===== src/rtl/mips_muldiv_pkg.sv =====
// Shared constants for the HI/LO multiply/divide sequencer: funct codes,
// FSM state encodings and the recognised-request decode.
package mips_muldiv_pkg;

  localparam int DATA_W_DEF = 32;

  localparam logic [5:0] F_MFHI  = 6'b010000;
  localparam logic [5:0] F_MTHI  = 6'b010001;
  localparam logic [5:0] F_MFLO  = 6'b010010;
  localparam logic [5:0] F_MTLO  = 6'b010011;
  localparam logic [5:0] F_MULT  = 6'b011000;
  localparam logic [5:0] F_MULTU = 6'b011001;
  localparam logic [5:0] F_DIV   = 6'b011010;
  localparam logic [5:0] F_DIVU  = 6'b011011;

  localparam logic [1:0] ST_IDLE = 2'd0;
  localparam logic [1:0] ST_RUN  = 2'd1;
  localparam logic [1:0] ST_FIX  = 2'd2;

  // The eight HI/LO functs occupy 0100xx and 0110xx.
  function automatic logic is_recognised(input logic [5:0] f);
    return (f[5:2] == 4'b0100) || (f[5:2] == 4'b0110);
  endfunction

endpackage


===== src/rtl/muldiv_ctrl_if.sv =====
// EX-stage request/response bundle for the HI/LO sequencer.
interface muldiv_ctrl_if #(parameter int DATA_W = 32);
  logic              start;
  logic [5:0]        funct;
  logic [DATA_W-1:0] rs_data;
  logic [DATA_W-1:0] rt_data;
  logic              flush;
  logic              stall;
  logic              busy;
  logic              done;
  logic [DATA_W-1:0] rd_data;
  logic [DATA_W-1:0] hi;
  logic [DATA_W-1:0] lo;

  modport master (
    output start, funct, rs_data, rt_data, flush,
    input  stall, busy, done, rd_data, hi, lo
  );

  modport slave (
    input  start, funct, rs_data, rt_data, flush,
    output stall, busy, done, rd_data, hi, lo
  );
endinterface


===== src/rtl/muldiv_step_dp.sv =====
// One combinational iteration: shift-add multiply or restoring-divide step
// on a 2*DATA_W accumulator ({upper, lower}).
module muldiv_step_dp #(
  parameter int DATA_W = 32
) (
  input  logic                  is_div,
  input  logic [2*DATA_W-1:0]   acc,
  input  logic [DATA_W-1:0]     opnd,
  output logic [2*DATA_W-1:0]   acc_next
);

  logic [DATA_W:0] sum;
  logic [DATA_W:0] rem_sh;
  logic [DATA_W:0] diff;

  always_comb begin
    sum    = {1'b0, acc[2*DATA_W-1:DATA_W]};
    if (acc[0]) begin
      sum = {1'b0, acc[2*DATA_W-1:DATA_W]} + {1'b0, opnd};
    end
    // Remainder shifted left with the next dividend bit; the borrow bit of
    // the trial subtraction decides the quotient bit.
    rem_sh = acc[2*DATA_W-1:DATA_W-1];
    diff   = rem_sh - {1'b0, opnd};

    if (is_div) begin
      if (!diff[DATA_W]) begin
        acc_next = {diff[DATA_W-1:0], acc[DATA_W-2:0], 1'b1};
      end else begin
        acc_next = {rem_sh[DATA_W-1:0], acc[DATA_W-2:0], 1'b0};
      end
    end else begin
      acc_next = {sum, acc[DATA_W-1:1]};
    end
  end

endmodule


===== src/rtl/muldiv_ctrl.sv =====
// HI/LO multiply/divide sequencer: accepts EX-stage requests, runs 32
// iterations on unsigned magnitudes, then applies sign fixup into HI/LO.
module muldiv_ctrl
  import mips_muldiv_pkg::*;
#(
  parameter int DATA_W = DATA_W_DEF,
  parameter int CNT_W  = 5
) (
  input logic         clk,
  input logic         rst,
  muldiv_ctrl_if.slave bus
);

  logic [1:0]          state_reg;
  logic [CNT_W-1:0]    cnt_reg;
  logic [2*DATA_W-1:0] acc_reg;
  logic [DATA_W-1:0]   opnd_reg;
  logic                is_div_reg;
  logic                neg_res_reg;
  logic                neg_rem_reg;
  logic                div0_reg;
  logic [DATA_W-1:0]   hi_reg;
  logic [DATA_W-1:0]   lo_reg;

  logic                idle;
  logic                accept;
  logic                is_md;
  logic                a_neg;
  logic                b_neg;
  logic [DATA_W-1:0]   a_mag;
  logic [DATA_W-1:0]   b_mag;
  logic [2*DATA_W-1:0] step_acc;
  logic [2*DATA_W-1:0] prod;
  logic [DATA_W-1:0]   quo;
  logic [DATA_W-1:0]   rem;

  assign idle   = (state_reg == ST_IDLE);
  assign accept = idle & bus.start & ~bus.flush;
  assign is_md  = (bus.funct[5:2] == 4'b0110);

  // funct[0]==0 selects the signed variants (MULT, DIV).
  assign a_neg = ~bus.funct[0] & bus.rs_data[DATA_W-1];
  assign b_neg = ~bus.funct[0] & bus.rt_data[DATA_W-1];
  assign a_mag = a_neg ? -bus.rs_data : bus.rs_data;
  assign b_mag = b_neg ? -bus.rt_data : bus.rt_data;

  muldiv_step_dp #(.DATA_W(DATA_W)) u_step (
    .is_div  (is_div_reg),
    .acc     (acc_reg),
    .opnd    (opnd_reg),
    .acc_next(step_acc)
  );

  assign prod = neg_res_reg ? -acc_reg : acc_reg;
  assign quo  = div0_reg ? {DATA_W{1'b1}}
              : (neg_res_reg ? -acc_reg[DATA_W-1:0] : acc_reg[DATA_W-1:0]);
  // Divide-by-zero leaves the dividend magnitude as remainder, so the
  // dividend-sign fixup restores the original rs value.
  assign rem  = neg_rem_reg ? -acc_reg[2*DATA_W-1:DATA_W] : acc_reg[2*DATA_W-1:DATA_W];

  assign bus.stall = bus.start & is_recognised(bus.funct) & ~idle;
  assign bus.busy  = ~idle;
  assign bus.done  = (state_reg == ST_FIX) & ~bus.flush;
  assign bus.hi    = hi_reg;
  assign bus.lo    = lo_reg;

  always_comb begin
    bus.rd_data = '0;
    if (accept && bus.funct == F_MFHI) begin
      bus.rd_data = hi_reg;
    end else if (accept && bus.funct == F_MFLO) begin
      bus.rd_data = lo_reg;
    end
  end

  always_ff @(posedge clk) begin
    if (rst) begin
      state_reg   <= ST_IDLE;
      cnt_reg     <= '0;
      acc_reg     <= '0;
      opnd_reg    <= '0;
      is_div_reg  <= 1'b0;
      neg_res_reg <= 1'b0;
      neg_rem_reg <= 1'b0;
      div0_reg    <= 1'b0;
      hi_reg      <= '0;
      lo_reg      <= '0;
    end else begin
      case (state_reg)
        ST_IDLE: begin
          if (accept && is_md) begin
            state_reg   <= ST_RUN;
            cnt_reg     <= '0;
            is_div_reg  <= bus.funct[1];
            acc_reg     <= {{DATA_W{1'b0}}, (bus.funct[1] ? a_mag : b_mag)};
            opnd_reg    <= bus.funct[1] ? b_mag : a_mag;
            neg_res_reg <= a_neg ^ b_neg;
            neg_rem_reg <= a_neg;
            div0_reg    <= (bus.rt_data == '0);
          end else if (accept && bus.funct == F_MTHI) begin
            hi_reg <= bus.rs_data;
          end else if (accept && bus.funct == F_MTLO) begin
            lo_reg <= bus.rs_data;
          end
        end
        ST_RUN: begin
          if (bus.flush) begin
            state_reg <= ST_IDLE;
          end else begin
            acc_reg <= step_acc;
            cnt_reg <= cnt_reg + 1'b1;
            if (cnt_reg == CNT_W'(DATA_W - 1)) begin
              state_reg <= ST_FIX;
            end
          end
        end
        ST_FIX: begin
          state_reg <= ST_IDLE;
          if (!bus.flush) begin
            if (is_div_reg) begin
              hi_reg <= rem;
              lo_reg <= quo;
            end else begin
              hi_reg <= prod[2*DATA_W-1:DATA_W];
              lo_reg <= prod[DATA_W-1:0];
            end
          end
        end
        default: state_reg <= ST_IDLE;
      endcase
    end
  end

endmodule


===== src/flat_wrapper.sv =====
// flat-port wrapper written by rule: the top's interface ports become plain ports
module muldiv_ctrl_flat import mips_muldiv_pkg::*;
#(
  parameter int DATA_W = DATA_W_DEF,
  parameter int CNT_W  = 5
)
  (clk, rst, bus_start, bus_funct, bus_rs_data, bus_rt_data, bus_flush, bus_stall, bus_busy, bus_done, bus_rd_data, bus_hi, bus_lo);
  muldiv_ctrl_if #(.DATA_W(DATA_W)) bus_i ();
  input logic clk;
  input logic rst;
  input wire logic [$bits(bus_i.start)-1:0] bus_start;
  input wire logic [$bits(bus_i.funct)-1:0] bus_funct;
  input wire logic [$bits(bus_i.rs_data)-1:0] bus_rs_data;
  input wire logic [$bits(bus_i.rt_data)-1:0] bus_rt_data;
  input wire logic [$bits(bus_i.flush)-1:0] bus_flush;
  output wire logic [$bits(bus_i.stall)-1:0] bus_stall;
  output wire logic [$bits(bus_i.busy)-1:0] bus_busy;
  output wire logic [$bits(bus_i.done)-1:0] bus_done;
  output wire logic [$bits(bus_i.rd_data)-1:0] bus_rd_data;
  output wire logic [$bits(bus_i.hi)-1:0] bus_hi;
  output wire logic [$bits(bus_i.lo)-1:0] bus_lo;
  assign bus_i.start = bus_start;
  assign bus_i.funct = bus_funct;
  assign bus_i.rs_data = bus_rs_data;
  assign bus_i.rt_data = bus_rt_data;
  assign bus_i.flush = bus_flush;
  assign bus_stall = bus_i.stall;
  assign bus_busy = bus_i.busy;
  assign bus_done = bus_i.done;
  assign bus_rd_data = bus_i.rd_data;
  assign bus_hi = bus_i.hi;
  assign bus_lo = bus_i.lo;
  muldiv_ctrl #(.DATA_W(DATA_W), .CNT_W(CNT_W)) u_core (.clk(clk), .rst(rst), .bus(bus_i));
endmodule

===== config.mk =====
export PLATFORM = sky130hd
export DESIGN_NAME = muldiv_ctrl_flat
export DESIGN_NICKNAME = d
export VERILOG_FILES = /design/src/rtl/mips_muldiv_pkg.sv /design/src/rtl/muldiv_ctrl_if.sv /design/src/rtl/muldiv_step_dp.sv /design/src/rtl/muldiv_ctrl.sv /design/src/flat_wrapper.sv
export SDC_FILE = /design/constraint.sdc
export NUM_CORES = 1
export LEC_CHECK = 0
export BUFFER_PORTS_ARGS = -buffer_cell sky130_fd_sc_hd__buf_2
export CORE_MARGIN = 2
export CORE_UTILIZATION = 35
export DETAILED_ROUTE_END_ITERATION = 8
export GPL_TIMING_DRIVEN = 0
export SKIP_LAST_GASP = 1
export SLEW_MARGIN = 20
export SYNTH_ARGS = -nofsm -noshare
export SYNTH_HDL_FRONTEND = slang
export SYNTH_SLANG_ARGS = --single-unit

===== constraint.sdc =====
create_clock -name clk -period 4.8 [get_ports clk]
set_clock_uncertainty 0.1 [all_clocks]
set_input_delay 0.72 -clock clk [delete_from_list [all_inputs] [get_ports clk]]
set_output_delay 0.72 -clock clk [all_outputs]
set_load 0.01 [all_outputs]

==> impl_table.tex, run 1 <==
\begin{tabular}{lr}
\hline
Metric & Value \\
\hline
\multicolumn{2}{l}{\textbf{Yosys}} \\
Combined area of all synthesized cells & 0.01586 mm\^{}2 \\
Cell with the most instances after synthesis & sky130\_fd\_sc\_hd\_\_nor2\_1 \\
Top cells by area in the synthesized netlist & sky130\_fd\_sc\_hd\_\_dfxtp\_1 (22\%), sky130\_fd\_sc\_hd\_\_mux2i\_1 (6.8\%), sky130\_fd\_sc\_hd\_\_a21oi\_1 (6.5\%) \\
Seq/Total Area, Yosys & 0.2158 \\
Number of flops mapped to enable cells by yosys & 0 \\
Yosys warnings & 0 \\
Most used standard cells in the synthesized netlist & sky130\_fd\_sc\_hd\_\_nor2\_1 (255), sky130\_fd\_sc\_hd\_\_nand2\_1 (231), sky130\_fd\_sc\_hd\_\_a21oi\_1 (206), sky130\_fd\_sc\_hd\_\_dfxtp\_1 (171), sky130\_fd\_sc\_hd\_\_o21ai\_0 (143) \\
Unique cell type count in the Yosys netlist & 93 \\
\#FFs+latches synth & between 150 and 200 \\
Most instantiated flip-flop cell in the synthesis netlist & sky130\_fd\_sc\_hd\_\_dfxtp\_1 \\
Share of the synthesized area in the top cell type & 0.2158 \\
Proportion of register bits with asynchronous set or reset after synthesis & 0 \\
Syn Area/Cell & 7.266 um\^{}2 \\
Instance count of the mapped netlist & between 2k and 2.5k \\
Net Count, Synth & 2,329 \\
Top cell type by total area after synthesis & sky130\_fd\_sc\_hd\_\_dfxtp\_1 \\
\multicolumn{2}{l}{\textbf{STA}} \\
Rel. slew slack & 0.2030 \\
Final number of max-transition violations & 0 \\
Endpoints failing setup & 0 \\
Unrepaired setup endpoints after global routing & false \\
Transition time of the tightest slew-check pin & 1186 ps \\
Final Hold Viols & 0 \\
Peak clock frequency supported by timing & 212.2 MHz \\
Setup TNS & 0 ps \\
Final clock period utilization by the worst path & 0.9818 \\
Min cycle time layout & 4713 ps \\
\multicolumn{2}{l}{\textbf{Clock tree}} \\
Number of clock sinks & 171 \\
Hold buffer count at CTS & 0 \\
Number of CTS-inserted buffers & 17 \\
Maximum buffer depth of the clock tree & 2 \\
Post-cts gate resize count & 0 \\
Total setup buffers inserted after CTS & 0 \\
H-tree depth & 4 \\
Clock root buffer master & sky130\_fd\_sc\_hd\_\_clkbuf\_16 \\
Clk pin slew, worst setup/hold paths & 80 ps \\
Clock tree from TritonCTS & built \\
Clock latency at the later pin of the worst-skew pair & approximately 470 ps \\
\multicolumn{2}{l}{\textbf{Critical path}} \\
Endpoint kind of the worst setup timing path & register \\
Buffers and inverters on the worst path & 4 \\
Cell family with most CP delay & buffers and inverters \\
Critical Path Start Type & register \\
Crit path cell chain & inv\_1 > clkbuf\_1 > clkbuf\_2 > ha\_1 > nor3b\_2 > nand4\_2 > o41ai\_4 > buf\_2 > o21ai\_0 > xor2\_1 > nand2\_1 > a311oi\_1 \\
Category of the critical setup timing path & register to register \\
Signal arrival time at the worst endpoint & $\sim$5000 ps \\
Slowest cell on crit path & sky130\_fd\_sc\_hd\_\_clkbuf\_1 \\
Top fanout value on the critical path & 10 \\
Beginning of the critical path & u\_core.acc\_reg[0]\$\_SDFFE\_PP0P\_ \\
CP Data Required Time & between 5000 and 6000 ps \\
Peak per-stage delay on the critical path & just under 700 ps \\
Critical R2R Launch & u\_core.acc\_reg[0]\$\_SDFFE\_PP0P\_ \\
\multicolumn{2}{l}{\textbf{Power}} \\
Lkg Pwr & about 7.1 nW \\
Power density over the cells & 200.1 mW/mm\^{}2 \\
Switch Pwr & 1.213 mW \\
Max IR drop VDD & 0.2544 mV \\
Sequential cell fraction of total power & 0.399 \\
Clock Power Share & 0.409 \\
Internal power component & between 2 and 2.5 mW \\
Part of the power in combinational logic & 0.192 \\
Switching share of power & 0.3357 \\
\multicolumn{2}{l}{\textbf{Cells and area}} \\
Post-synthesis to final-layout area growth & 13.86\% \\
Net count of the finished layout & between 2k and 3k \\
Number of flip-flops in the largest register & 64 \\
Final design instance area without fill & 0.01806 mm\^{}2 \\
Proportion of layout cells with a drive suffix above 1 & 0.1149 \\
Total of fill cells in the finished design & 4,861 \\
\multicolumn{2}{l}{\textbf{Floorplanning}} \\
Io pins & $\sim$170 \\
Horizontal extent of the die & 216.9 um \\
Initial core utilization & 0.3518 \\
Row count & 78 \\
Core footprint & 0.04509 mm\^{}2 \\
Die area & 0.04704 mm\^{}2 \\
Die height & 216.9 um \\
\multicolumn{2}{l}{\textbf{Global routing}} \\
First-pass GRT wire length & 111.9 mm \\
Antenna violations before repair & 2 \\
Number of global-route vias before repair & 16.82k \\
Met2 track utilization from global routing & 0.5282 \\
Aggregate global routing overflow & 0 \\
Layer with the highest usage after global routing & met2 \\
Tot GR Track Use & 0.3201 \\
Met3 global-route usage & 0.05646 \\
Met1 Track Usage GR & 0.4085 \\
Pin count of the biggest net entering global routing & 17 \\
\multicolumn{2}{l}{\textbf{Detailed routing}} \\
Overall via count from detail\_route & $\sim$18k \\
Antenna Violating Nets Remaining & 0 \\
Number of vias per cell & 6.153 \\
Average wire per cell in the routed design & between 20 and 30 um \\
Total Routed Length & 77.77 mm \\
DR DRC count & 0 \\
Violation count after the first detailed-route iteration & 2,021 \\
Drt first pass iters & 6 \\
\multicolumn{2}{l}{\textbf{Placed design}} \\
Cell Area, Placed & 0.01747 mm\^{}2 \\
\# port buffers & 170 \\
RePlAce Congestion & approximately 1 \\
Final HPWL from detailed placement & 61.75 mm \\
\multicolumn{2}{l}{\textbf{Run}} \\
Number of max-capacitance violations reported & 0 \\
\multicolumn{2}{l}{\textbf{Hold path}} \\
Hold path start & u\_core.bus.lo[18]\$\_SDFFE\_PP0P\_ \\
Type of the most critical hold path & register to register \\
\multicolumn{2}{l}{\textbf{Outcome}} \\
Run status & completed \\
\hline
\end{tabular}
-- routing by layer --
layer,vias up,wire [um]
li1,8318,-
met1,8895,31710
met2,964,35840
met3,187,6479
met4,2,3728
met5,-,12
-- cell type report --
| cell class | count | area, um^2 | area share |
|---|---|---|---|
| well taps | 600 | 750.7 | 0.04157 |
| inverters | 73 | 274.0 | 0.01517 |
| clock buffers | 20 | 456.7 | 0.02529 |
| repair buffers | 171 | 862.1 | 0.04773 |
| plain buffers | 160 | 635.6 | 0.03519 |
| diodes | 1 | 2.502 | 0.0001386 |
| multi-input cells | 1778 | 11530 | 0.6382 |
| flip-flops and latches | 171 | 3423 | 0.1896 |
| clock inverters | 11 | 128.9 | 0.007136 |
-- power groups by stage --
stage                     clock network [mW]  registers (mW)  logic (mW)
after CTS                               1.48            1.44       0.674
after global placement                     0            1.47       0.669
after global routing                    1.53            1.44       0.728
final                                   1.48            1.44       0.695
after detailed placement                   0            1.47       0.671
after floorplan                            0            1.47       0.401
-- worst register-to-register path, stage by stage (launching register included) --
cell and delay (ps):
sky130_fd_sc_hd__dfxtp_1 370, sky130_fd_sc_hd__inv_1 240, sky130_fd_sc_hd__clkbuf_1 690, sky130_fd_sc_hd__clkbuf_2 510
sky130_fd_sc_hd__ha_1 280, sky130_fd_sc_hd__nor3b_2 370, sky130_fd_sc_hd__nand4_2 330, sky130_fd_sc_hd__o41ai_4 460
sky130_fd_sc_hd__buf_2 300, sky130_fd_sc_hd__o21ai_0 140, sky130_fd_sc_hd__xor2_1 410, sky130_fd_sc_hd__nand2_1 140
sky130_fd_sc_hd__a311oi_1 270
-- cells by family after synthesis --
logic type	synth area share
fa+ha+maj	0.05774
flops	0.2158
xor+xnor	0.09001
compound gates	0.2842
buf+inv	0.05751
simple gates	0.2237
mux	0.07099
-- through the flow --
stage | worst slack, ps | utilization | instances | power [mW] | hold WS (ps)
floorplan | 1450 | - | 2183 | 1.868 | 349.2
global placement | 92.56 | 0.3873 | 2953 | 2.143 | 360.1
detailed placement | 117.5 | 0.3876 | 2954 | 2.144 | 364.0
CTS | 91.85 | 0.4005 | 2985 | 3.593 | 374.4
global route | 77.98 | 0.4005 | 2984 | 3.695 | 403.2
finish | 87.29 | 0.4005 | 2985 | 3.614 | 374.7
-- layout by cell type (no fill, tap or decap), drive strengths merged, types with 7 or more instances in the layout --
cell    instances
a311oi         23
buf           191
o211ai         39
dfxtp         171
xor2           71
or4            15
nor3           64
inv            78
o22ai          12
or3            26
a22o            7
o21ai         145
o21bai          9
ha             70
nand2         231
o221a           8
clkbuf        160
nand2b         20
nor2b          18
o41ai          20
o221ai         19
o21a            9
nand3          35
a31oi          24
a21o           21
mux2i         108
xnor2          92
a221oi          7
o31ai          24
a211oi         51
nor2          256
and3           13
or2             9
nand4          11
nor4           24
a21oi         206
-- path summary, 6_finish.rpt --
path | to | slack, ps | depth (start not counted)
worst max-delay path | u_core.bus.hi[28]$_SDFFE_PP0P_ | 90 | 12
worst min-delay path | u_core.bus.lo[18]$_SDFFE_PP0P_ | 370 | 2
worst max register to register | u_core.bus.hi[28]$_SDFFE_PP0P_ | 90 | 12
worst min register to register | u_core.bus.lo[18]$_SDFFE_PP0P_ | 370 | 2
Power figures use the tool's default switching activity.
==> run 2: changes to the inputs <==
--- a/config.mk
+++ b/config.mk
@@ -10,6 +10,7 @@
 export CORE_UTILIZATION = 35
 export DETAILED_ROUTE_END_ITERATION = 8
 export GPL_TIMING_DRIVEN = 0
+export RECOVER_POWER = 100
 export SKIP_LAST_GASP = 1
 export SLEW_MARGIN = 20
 export SYNTH_ARGS = -nofsm -noshare
==> impl_table.tex, run 2 (same netlist as run 1, synthesis figures left out) <==
\begin{tabular}{lr}
\hline
Metric & Value \\
\hline
\multicolumn{2}{l}{\textbf{Floorplanning}} \\
Row count & between 70 and 80 \\
Die height & 216.9 um \\
Initial core utilization & 0.3518 \\
Horizontal extent of the die & 216.9 um \\
Die area & 0.04704 mm\^{}2 \\
Core footprint & 0.04509 mm\^{}2 \\
Io pins & 173 \\
\multicolumn{2}{l}{\textbf{Clock tree}} \\
Total setup buffers inserted after CTS & 0 \\
Clk pin slew, worst setup/hold paths & 80 ps \\
Clock latency at the later pin of the worst-skew pair & around 470 ps \\
Number of clock sinks & 171 \\
Maximum buffer depth of the clock tree & 2 \\
Hold buffer count at CTS & 0 \\
Clock root buffer master & sky130\_fd\_sc\_hd\_\_clkbuf\_16 \\
Post-cts gate resize count & 0 \\
H-tree depth & 4 \\
Number of CTS-inserted buffers & 17 \\
Clock tree from TritonCTS & built \\
\multicolumn{2}{l}{\textbf{Detailed routing}} \\
Total Routed Length & 77.69 mm \\
DR DRC count & 0 \\
Number of vias per cell & around 6 \\
Violation count after the first detailed-route iteration & 1,928 \\
Overall via count from detail\_route & roughly 18k \\
Drt first pass iters & 7 \\
Antenna Violating Nets Remaining & 0 \\
Average wire per cell in the routed design & 26.03 um \\
\multicolumn{2}{l}{\textbf{Critical path}} \\
Reg-to-Reg End & u\_core.bus.hi[28]\$\_SDFFE\_PP0P\_ \\
Category of the critical setup timing path & register to register \\
CP Data Required Time & 5070 ps \\
Flop-to-flop setup slack & -50 ps \\
Cell family with most CP delay & buffers and inverters \\
Buffers and inverters on the worst path & 4 \\
Signal arrival time at the worst endpoint & 5120 ps \\
Depth of the most critical reg-to-reg path & 12 \\
Slowest cell on crit path & sky130\_fd\_sc\_hd\_\_clkbuf\_1 \\
Peak per-stage delay on the critical path & 680 ps \\
Top fanout value on the critical path & 10 \\
Endpoint kind of the worst setup timing path & register \\
Critical Path Start Type & register \\
Critical R2R Launch & u\_core.acc\_reg[0]\$\_SDFFE\_PP0P\_ \\
Crit path cell chain & inv\_1 > clkbuf\_1 > clkbuf\_2 > ha\_1 > nor3b\_2 > nand4\_1 > o41ai\_4 > buf\_2 > o21ai\_0 > xor2\_1 > nand2\_1 > a311oi\_1 \\
\multicolumn{2}{l}{\textbf{Run}} \\
Number of max-capacitance violations reported & 0 \\
\multicolumn{2}{l}{\textbf{Placed design}} \\
Placement Setup Slack & between 100 and 150 ps \\
Cell count after placement & 2,954 \\
RePlAce Congestion & 0.9992 \\
\# port buffers & 170 \\
Cell Area, Placed & 0.01747 mm\^{}2 \\
Final HPWL from detailed placement & about 60 mm \\
\multicolumn{2}{l}{\textbf{Power}} \\
Final total power & 3.605 mW \\
Power density over the cells & 201.7 mW/mm\^{}2 \\
Lkg Pwr & 6.596 nW \\
Max IR drop VDD & 0.2550 mV \\
\multicolumn{2}{l}{\textbf{Global routing}} \\
Pin count of the biggest net entering global routing & 17 \\
Aggregate global routing overflow & 0 \\
Tot GR Track Use & 0.3201 \\
First-pass GRT wire length & about 110 mm \\
Number of global-route vias before repair & about 17k \\
Antenna violations before repair & 2 \\
\multicolumn{2}{l}{\textbf{Cells and area}} \\
Net count of the finished layout & 2,518 \\
Number of flip-flops in the largest register & 64 \\
Final non-filler cell total & 2,985 \\
Proportion of layout cells with a drive suffix above 1 & 0.06963 \\
Final design instance area without fill & 0.01787 mm\^{}2 \\
Post-synthesis to final-layout area growth & 12.65\% \\
Most common cell after layout, fill and taps aside & sky130\_fd\_sc\_hd\_\_nor2\_1 \\
Total of fill cells in the finished design & 4,927 \\
Leading cell types in the layout, fill and taps excluded & sky130\_fd\_sc\_hd\_\_nor2\_1 (255), sky130\_fd\_sc\_hd\_\_clkbuf\_1 (244), sky130\_fd\_sc\_hd\_\_nand2\_1 (231) \\
\multicolumn{2}{l}{\textbf{Hold path}} \\
Hold path start & u\_core.bus.lo[22]\$\_SDFFE\_PP0P\_ \\
Type of the most critical hold path & register to register \\
Hold Path Stages & 2 \\
Min-Delay Endpoint & u\_core.bus.lo[22]\$\_SDFFE\_PP0P\_ \\
\multicolumn{2}{l}{\textbf{Outcome}} \\
Violations in the final reports & negative setup slack \\
Run status & complete, but fails checks \\
\multicolumn{2}{l}{\textbf{STA}} \\
Transition time of the tightest slew-check pin & roughly 1200 ps \\
Rel. slew slack & 0.1884 \\
Final Hold Viols & 0 \\
Endpoints failing setup & 3 \\
Unrepaired setup endpoints after global routing & false \\
Final number of max-transition violations & 0 \\
Worst hold slack & 379.2 ps \\
Worst Slack Setup Final & -46.66 ps \\
Final clock period utilization by the worst path & 1.010 \\
Peak clock frequency supported by timing & 206.3 MHz \\
Min cycle time layout & around 4800 ps \\
\hline
\end{tabular}
==> run 2: cell type report <==
cell class,instances,area [um^2],share of cell area
multi-input cells,1778,11470,0.6418
diodes,1,2.502,0.0001400
clock inverters,11,128.9,0.007212
well taps,600,750.7,0.04201
clock buffers,20,456.7,0.02556
inverters,73,274.0,0.01534
repair buffers,171,728.2,0.04075
plain buffers,160,635.6,0.03557
flip-flops and latches,171,3423,0.1916
==> run 2: layer usage <==
metal / vias to the layer above / GRT usage / part of all wire
met5: - / 0 / 0.00015
met1: 8872 / 0.4085 / 0.41
li1: 8318 / - / -
met3: 197 / 0.05646 / 0.085
met2: 998 / 0.5282 / 0.46
met4: 2 / 0.1413 / 0.051
==> run 2: tightest hold or removal path, stage by stage, from the launching register on <==
cell	delay, ps
sky130_fd_sc_hd__dfxtp_1	330
sky130_fd_sc_hd__nand2_1	60
sky130_fd_sc_hd__a21oi_1	50
==> run 2: worst max path at each step <==
stage / startpoint / endpoint / slack, ps / cells past startpoint
2_1_floorplan: u_core.acc_reg[31]$_SDFFE_PP0P_ / u_core.acc_reg[37]$_SDFFE_PP0P_ / 1450 / 15
3_3_place_gp: u_core.acc_reg[0]$_SDFFE_PP0P_ / u_core.bus.hi[28]$_SDFFE_PP0P_ / 90 / 12
3_5_place_dp: u_core.acc_reg[31]$_SDFFE_PP0P_ / u_core.acc_reg[53]$_SDFFE_PP0P_ / 120 / 14
4_1_cts: u_core.acc_reg[0]$_SDFFE_PP0P_ / u_core.bus.hi[28]$_SDFFE_PP0P_ / 90 / 12
5_1_grt: u_core.acc_reg[0]$_SDFFE_PP0P_ / u_core.bus.hi[28]$_SDFFE_PP0P_ / 40 / 12
6_report: u_core.acc_reg[0]$_SDFFE_PP0P_ / u_core.bus.hi[28]$_SDFFE_PP0P_ / -50 / 12
==> run 2: power breakdown <==
part / switching, mW / leakage (nW) / internal (mW)
Clock: 0.716 / 0.285 / 0.760
Sequential: 0.0150 / 1.38 / 1.43
Combinational: 0.478 / 4.93 / 0.209
Total: 1.21 / 6.60 / 2.40
==> run 2: stage by stage <==
step / utilization / TNS, ps
2_1_floorplan: - / 0
3_3_place_gp: 0.3873 / 0
3_5_place_dp: 0.3876 / 0
4_1_cts: 0.4005 / 0
5_1_grt: 0.3962 / 0
6_report: 0.3963 / -67.80
